## config.mk

```make
export PLATFORM = sky130hd
export DESIGN_NAME = seg_scan_ctrl
export DESIGN_NICKNAME = d
export VERILOG_FILES = /design/src/rtl/seg_scan_ctrl.sv
export SDC_FILE = /design/constraint.sdc
export NUM_CORES = 1
export LEC_CHECK = 0
export BUFFER_PORTS_ARGS = -buffer_cell sky130_fd_sc_hd__buf_2
export CAP_MARGIN = 30
export CORE_MARGIN = 4
export CORE_UTILIZATION = 30
export CTS_BUF_LIST = sky130_fd_sc_hd__clkbuf_8
export DETAILED_ROUTE_END_ITERATION = 10
export PLACE_DENSITY_LB_ADDON = 0.25
export SYNTH_ARGS = -nofsm -noshare
export SYNTH_HDL_FRONTEND = slang
export SYNTH_SLANG_ARGS = --single-unit
```

## constraint.sdc

```tcl
create_clock -name CLK -period 4.7 [get_ports CLK]
set_input_delay 0.47 -clock CLK [delete_from_list [all_inputs] [get_ports CLK]]
set_output_delay 0.47 -clock CLK [all_outputs]
set_load 0.05 [all_outputs]
```

## src/rtl/seg_scan_ctrl.sv

```systemverilog
// Time-multiplexed scan controller for a common-anode multi-digit 7-segment display.
// Rotates one BCD code at a time to a shared registered decoder, with anode blanking, frame snapshot and leading-zero suppression.
module seg_scan_ctrl #(
  parameter int NDIG        = 4,
  parameter int SCAN_DIV    = 50000,
  parameter int BLANK_CYC   = 2,
  parameter int LZ_SUPPRESS = 1
) (
  input  logic              CLK,
  input  logic              RST,
  input  logic              EN,
  input  logic [4*NDIG-1:0] DIGITS,
  output logic [3:0]        D,
  output logic [NDIG-1:0]   AN,
  output logic [2:0]        DIG_IDX,
  output logic              FRAME
);

  typedef enum logic {IDLE, SCAN} state_t;

  localparam int              CNT_W      = $clog2(SCAN_DIV);
  localparam logic [CNT_W-1:0] CNT_LAST  = CNT_W'(SCAN_DIV - 1);
  localparam logic [CNT_W-1:0] CNT_BLANK = CNT_W'(BLANK_CYC);
  localparam logic [2:0]       IDX_LAST  = 3'(NDIG - 1);
  localparam logic [3:0]       BLANK_CODE = 4'hF;

  state_t            state, state_nxt;
  logic [CNT_W-1:0]  cnt, cnt_nxt;
  logic [2:0]        idx_nxt;
  logic [4*NDIG-1:0] snap, snap_nxt;
  logic [3:0]        d_nxt;
  logic [NDIG-1:0]   an_nxt;
  logic              frame_nxt;
  logic              boundary;

  // Code shown for digit idx of value v; a digit is blanked when it and every
  // higher digit are zero, except digit 0 which always shows.
  function automatic logic [3:0] display_code(input logic [4*NDIG-1:0] v,
                                              input logic [2:0]        idx);
    logic       zero_above;
    logic [3:0] code;
    zero_above = 1'b1;
    code       = BLANK_CODE;
    for (int i = NDIG - 1; i >= 0; i--) begin
      zero_above = zero_above & (v[4*i +: 4] == 4'h0);
      if (3'(i) == idx)
        code = (LZ_SUPPRESS != 0 && i != 0 && zero_above) ? BLANK_CODE : v[4*i +: 4];
    end
    return code;
  endfunction

  // State register: every output is a flop, loaded with the value it must
  // show in the following cycle.
  // NOTE: sequential state uses <= so all flops sample the same pre-edge values.
  always_ff @(posedge CLK) begin
    if (RST) begin
      state   <= IDLE;
      cnt     <= '0;
      DIG_IDX <= IDX_LAST;
      snap    <= '0;
      D       <= BLANK_CODE;
      AN      <= '1;
      FRAME   <= 1'b0;
    end else begin
      state   <= state_nxt;
      cnt     <= cnt_nxt;
      DIG_IDX <= idx_nxt;
      snap    <= snap_nxt;
      D       <= d_nxt;
      AN      <= an_nxt;
      FRAME   <= frame_nxt;
    end
  end

  // Next-state: slot boundary advances the digit; leaving EN drops straight to IDLE.
  always_comb begin
    // NOTE: every comb output gets a default first so no path infers a latch.
    state_nxt = state;
    cnt_nxt   = cnt;
    idx_nxt   = DIG_IDX;
    snap_nxt  = snap;
    boundary  = EN && (state == IDLE || cnt == CNT_LAST);

    if (!EN) begin
      state_nxt = IDLE;
      cnt_nxt   = '0;
      idx_nxt   = IDX_LAST;
    end else if (boundary) begin
      state_nxt = SCAN;
      cnt_nxt   = '0;
      idx_nxt   = (DIG_IDX >= IDX_LAST) ? 3'd0 : DIG_IDX + 3'd1;
      if (idx_nxt == 3'd0)
        snap_nxt = DIGITS;
    end else begin
      cnt_nxt = cnt + 1'b1;
    end
  end

  // Outputs derived from next-state values so the registered pins line up with cnt.
  always_comb begin
    d_nxt     = BLANK_CODE;
    an_nxt    = '1;
    frame_nxt = 1'b0;
    if (state_nxt == SCAN) begin
      d_nxt = boundary ? display_code(snap_nxt, idx_nxt) : D;
      // Anodes stay dark while the decoder still holds the previous digit.
      if (cnt_nxt > CNT_BLANK)
        an_nxt = ~(NDIG'(1) << idx_nxt);
      frame_nxt = (cnt_nxt == CNT_LAST) && (idx_nxt == IDX_LAST);
    end
  end

endmodule

```

## Word-level counts from Yosys, hierarchy flattened

Index checks and enable logic that the tools add are counted.

- Register bits: 45
- Input port bits: 19
- Output and inout bits: 12

- Add/sub/neg operators: 2
- Order comparisons: 2
- Equal/unequal tests: 6
- Shift operators: 1
- Mux-type cells: 17
- Bitwise logic cells: 6
- Reductions and logical operators: 10

Operators by type and width:

| operator | count |
|---|---|
| $mux 16 | 5 |
| $eq 16x16->1 const B | 2 |
| $mux 4 | 7 |
| $add 16x1->16 const B | 1 |
| $gt 16x2->1 const B | 1 |
| $logic_not 4->1 | 3 |
| $mux 3 | 3 |
| $eq 2x3->1 const A | 2 |
| $logic_not 3->1 | 2 |
| $not 4->4 | 1 |
| $shl 1x3->4 const A | 1 |
| $add 3x1->3 const B | 1 |
| $eq 1x3->1 const A | 1 |
| $eq 3x2->1 const B | 1 |
| $ge 3x2->1 const B | 1 |
| $not 1->1 | 3 |
| $reduce_or 3->1 | 1 |
| $and 1x1->1 | 2 |
| $logic_and 1x1->1 | 2 |
| $mux 1 | 2 |
| $reduce_or 2->1 | 1 |
| $logic_or 1x1->1 | 1 |

## Longest topological paths before layout

- Depth in word-level cells: 12
- Depth in mapped cells: 10

## Worst setup path after synthesis

No wires, ideal clock.

- Path type: register -> register
- Start point: register DIG_IDX[2]
- End point: register D[1]
- Arrival time: 2.735 ns
- Data required time: 4.578 ns
- Path slack: 1.843 ns
- Cell stages (with the launch flop): 10
- Buffers on the path: 1
- Cells stage by stage: dfxtp_1 -> inv_1 -> ha_1 -> a211oi_1 -> a21boi_0 -> nand2_4 -> buf_6 -> mux2i_1 -> a21oi_1 -> a311o_1

- Cells in the longest elaborated chain, start to end: 12

RTL lines:

| item | line | text |
|---|---|---|
| start: declaration | 15 | `output logic [2:0] DIG_IDX,` |
| start signal: assignment | 67 | `DIG_IDX <= idx_nxt;` |
| $add 3x1->3 or $ge 3x2->1 (tied branches) | 91 | `idx_nxt = (DIG_IDX >= IDX_LAST) ? 3'd0 : DIG_IDX + 3'd1;` |
| $mux 3 | 91 |  |
| $logic_not 3->1 | 92 | `if (idx_nxt == 3'd0)` |
| $mux 16 | 92 |  |
| $mux 16 | 88 | `end else if (boundary) begin` |
| $mux 16 | 84 | `if (!EN) begin` |
| $logic_not 4->1 | 45 | `zero_above = zero_above & (v[4*i +: 4] == 4'h0);` |
| $mux 4 or $and 1x1->1 (tied branches) | 47, 45 |  |
| $mux 4 (tied with other cells) | 46 | `if (3'(i) == idx)` |
| $mux 4, on equally long branches | 46, 47 |  |
| $mux 4 | 46 |  |
| $mux 4 (*) | 46 |  |
| end signal: assignment | 69 | `D <= d_nxt;` |
| end: declaration | 13 | `output logic [3:0] D,` |

Mark *: on every way between the ends. The rest lies on a longest branch, timed or not.
A chain may end at the register's enable or synchronous reset.

## Worst setup path after layout

- Start point: register DIG_IDX[0]
- End point: register D[1]

The elaborated chain is that of the path after synthesis.

==> impl_metrics.py <==
metrics = {
    "cells_and_area": {
        "multi_input_area_um2": 1450,
        "antenna_cells": 0,
        "final_util_pct": 35.3,
        "ff_latch_area_um2": 901,
        "fill_cells": 833,
        "drive_above_1_share_pct": 17.0,
        "syn_to_final_growth_pct": 12.7,
        "final_cells": 413,
        "nets": 332,
    },
    "power_and_ir_drop": {
        "p_leak_nw": 1.05,
        "finalPower_w": 0.000837,
        "powerDensity_nw_per_um2": 304,
        "irDropWorstVdd_mv": 0.125,
    },
    "sta": {
        "skew_ns": 0.00635,
        "fmax_ghz": 0.339,
        "hold_slack_ns": 0.407,
        "worstMarginPinSlew_ns": 0.813,
        "setup_tns_ns": 0,
        "maxSlewHeadroom_pct": 45.3,
        "rsz0062_at_grt": "false",
        "finalCriticalPeriod_ns": 2.95,
        "fin_crit_sh_pct": 62.8,
        "finalMaxSlewViolations": 0,
        "hold_viol": 0,
        "setup_violations": 0,
    },
    "floorplan": {
        "start_util_pct": 31.3,
        "die_h_um": 98.3,
        "die-area_um2": 9660,
        "fp-row-count": 32,
        "io_pins": 31,
        "die_x_um": 98.3,
        "core_um2": 7810,
    },
    "setup_path": {
        "crit_path_max_fanout": 23,
        "slowest_stage": "a211oi_1",
        "cp.required_ns": 4.95,
        "cpMostUsedCell": "ha_1",
        "worstPathCellList": "ha_1, ha_1, a211oi_1, a21boi_0, nand2_4, mux2_2, a22oi_1, a311o_1",
        "start_kind": "flop",
        "crit_family": "compound AO/OA/AOI/OAI gates",
        "critPathKind": "reg -> reg",
        "cp-end-kind": "flop",
        "critPathMaxStageDelay_ns": 0.51,
        "path_buf_inv": 0,
        "critPathArrivalTime_ns": 3.20,
    },
    "yosys": {
        "synthArstFlopShare_pct": 0,
        "syn-num-nets": 311,
        "ys_seq_area_share_pct": 36.8,
        "ys_warn_count": 0,
        "synth_edf_count": 0,
        "yosys_most_used_dff": "dfxtp_1",
        "syn_inst": 289,
        "avgSynthCellArea_um2": 8.46,
        "ys_ff_latch": 45,
        "synth_cell_types": 61,
        "netlist_area_um2": 2450,
    },
    "routing": {
        "drc": 0,
        "drtIter0Drc": 75,
        "antenna_left": 0,
        "num_vias": 2106,
        "drt_wl_total_um": 5970,
        "viasPerCell": 5.10,
        "first_pass_iters": 4,
        "wl_per_cell_um": 14.5,
    },
    "placement": {
        "dp.cells": 405,
        "place_hpwl_um": 4520,
        "port_buffers": 30,
        "gp_congestion": 0.827,
    },
    "clock_tree": {
        "ctsHoldBuffers": 0,
        "cts-root-buf": "clkbuf_8",
        "clkLatencyLatePin_ns": 0.30,
        "cts_tree": "done",
        "clk_path_buf_depth": 2,
        "cts_buffers": 5,
        "postCtsSetupRepairBufs": 0,
        "clk_pin_slew_ns": 0.08,
        "cts_sinks": 45,
        "cts_resized": 0,
        "cts-htree-levels": 2,
    },
    "grt": {
        "grt_overflow": 0,
        "grt_pass1_wl_um": 10100,
        "grt_pass1_vias": 2119,
        "track_usage_pct": 12.7,
        "antenna_found_initial": 0,
        "grt_start_max_net_pins": 24,
    },
    "worst_hold_path": {
        "min_path_type": "in -> reg",
    },
    "status": {
        "status": "finished, final reports clean",
    },
    "flow_run": {
        "maxCapViolCount": 0,
    },
}
-- tightest hold or removal path, cell delays in order --
cell and delay, ns:
buf_2 0.10, nand2_1 0.05, a21oi_1 0.05
-- cells in the final DEF (no fill, tap or decap), drive strengths merged, types with 8 or more instances in the layout --
cell,instances
buf,30
nand3,17
and3,8
a21oi,15
xor2,8
xnor2,8
mux2i,12
nor2,35
dfxtp,45
nand2,32
-- cells by family (layout without fill, tap and decap cells) --
kind of cell | after synthesis | after routing | synth area share (%)
buf+inv | 20 | 42 | 4.04
xor+xnor | 16 | 16 | 5.73
compound gates | 51 | 51 | 15.8
simple gates | 138 | 138 | 29.2
flops | 45 | 45 | 36.8
fa+ha+maj | 3 | 3 | 1.53
mux | 16 | 16 | 6.91
-- Yosys cell counts, drive strengths merged (2+ instances only) --
cell     n  area share [%]
dfxtp   45              37
nor2    35             5.4
nand2   32             5.2
nand3   17             3.5
a21oi   15             3.1
clkbuf  12             1.8
mux2i   12             4.9
and3     8             2.1
xnor2    8             2.9
xor2     8             2.9
and2     7             1.8
nor4     7             1.8
nand4    6             1.5
nor3     6             1.2
o21ai    5             1.0
buf      4             1.6
inv      4            0.61
mux2     4             2.0
a21boi   3            0.92
a31oi    3            0.77
and4     3             1.1
ha       3             1.5
nand2b   3            0.77
nor2b    3            0.77
o311ai   3             1.4
a211oi   2            0.61
o211ai   2            0.61
o21a     2            0.61
o41ai    2             1.5
or2      2            0.51
or3      2            0.56
-- sequential cells by signal, summed over array words and instances (netlist names) --
register	cells
cnt	16
FRAME	1
DIG_IDX	3
D	4
state	1
snap	16
AN	4
-- metrics by stage --
step | cell area [µm²] | worst slack, ns
finish | 2760 | 1.75
global route | 2760 | 1.52
CTS | 2760 | 1.76
detailed placement | 2640 | 1.80
global placement | 2640 | 1.81
floorplan | 2450 | 1.84
-- path summary, 6_finish.rpt --
| check | startpoint | to | slack [ns] | depth (start not counted) |
|---|---|---|---|---|
| setup reg to reg | DIG_IDX[0]$_SDFF_PP1_ | D[1]$_SDFFE_PP1N_ | 1.75 | 8 |
| hold / removal | DIGITS[10] | snap[10]$_SDFF_PP0_ | 0.41 | 3 |
| setup / recovery | DIG_IDX[0]$_SDFF_PP1_ | D[1]$_SDFFE_PP1N_ | 1.75 | 8 |
| hold reg to reg | snap[1]$_SDFF_PP0_ | snap[1]$_SDFF_PP0_ | 0.46 | 2 |
-- cell type report --
class / instances / area share [%]
Clock buffer: 6 / 3.00
Clock inverter: 2 / 1.23
Inverter: 4 / 0.545
Multi-Input combinational cell: 224 / 52.5
Sequential cell: 45 / 32.7
Tap cell: 102 / 4.63
Timing Repair Buffer: 30 / 5.45
-- routing by layer --
metal / global-route usage [%] / part of all wire (%) / wire [µm] / vias up
met2: 20.0 / 47 / 2820 / 44
li1: - / - / - / 1078
met1: 16.9 / 47 / 2800 / 975
met5: 0 / 0 / 0 / -
met3: 3.86 / 4.5 / 266 / 9
met4: 3.78 / 1.5 / 88 / 0
-- where the power goes --
group          internal [W]  total, W  switching [W]
clock network      0.000171  0.000305       0.000134
registers          0.000394  0.000404      0.0000106
logic             0.0000506  0.000128      0.0000770
Note: power is estimated with default switching activity, not from simulation.
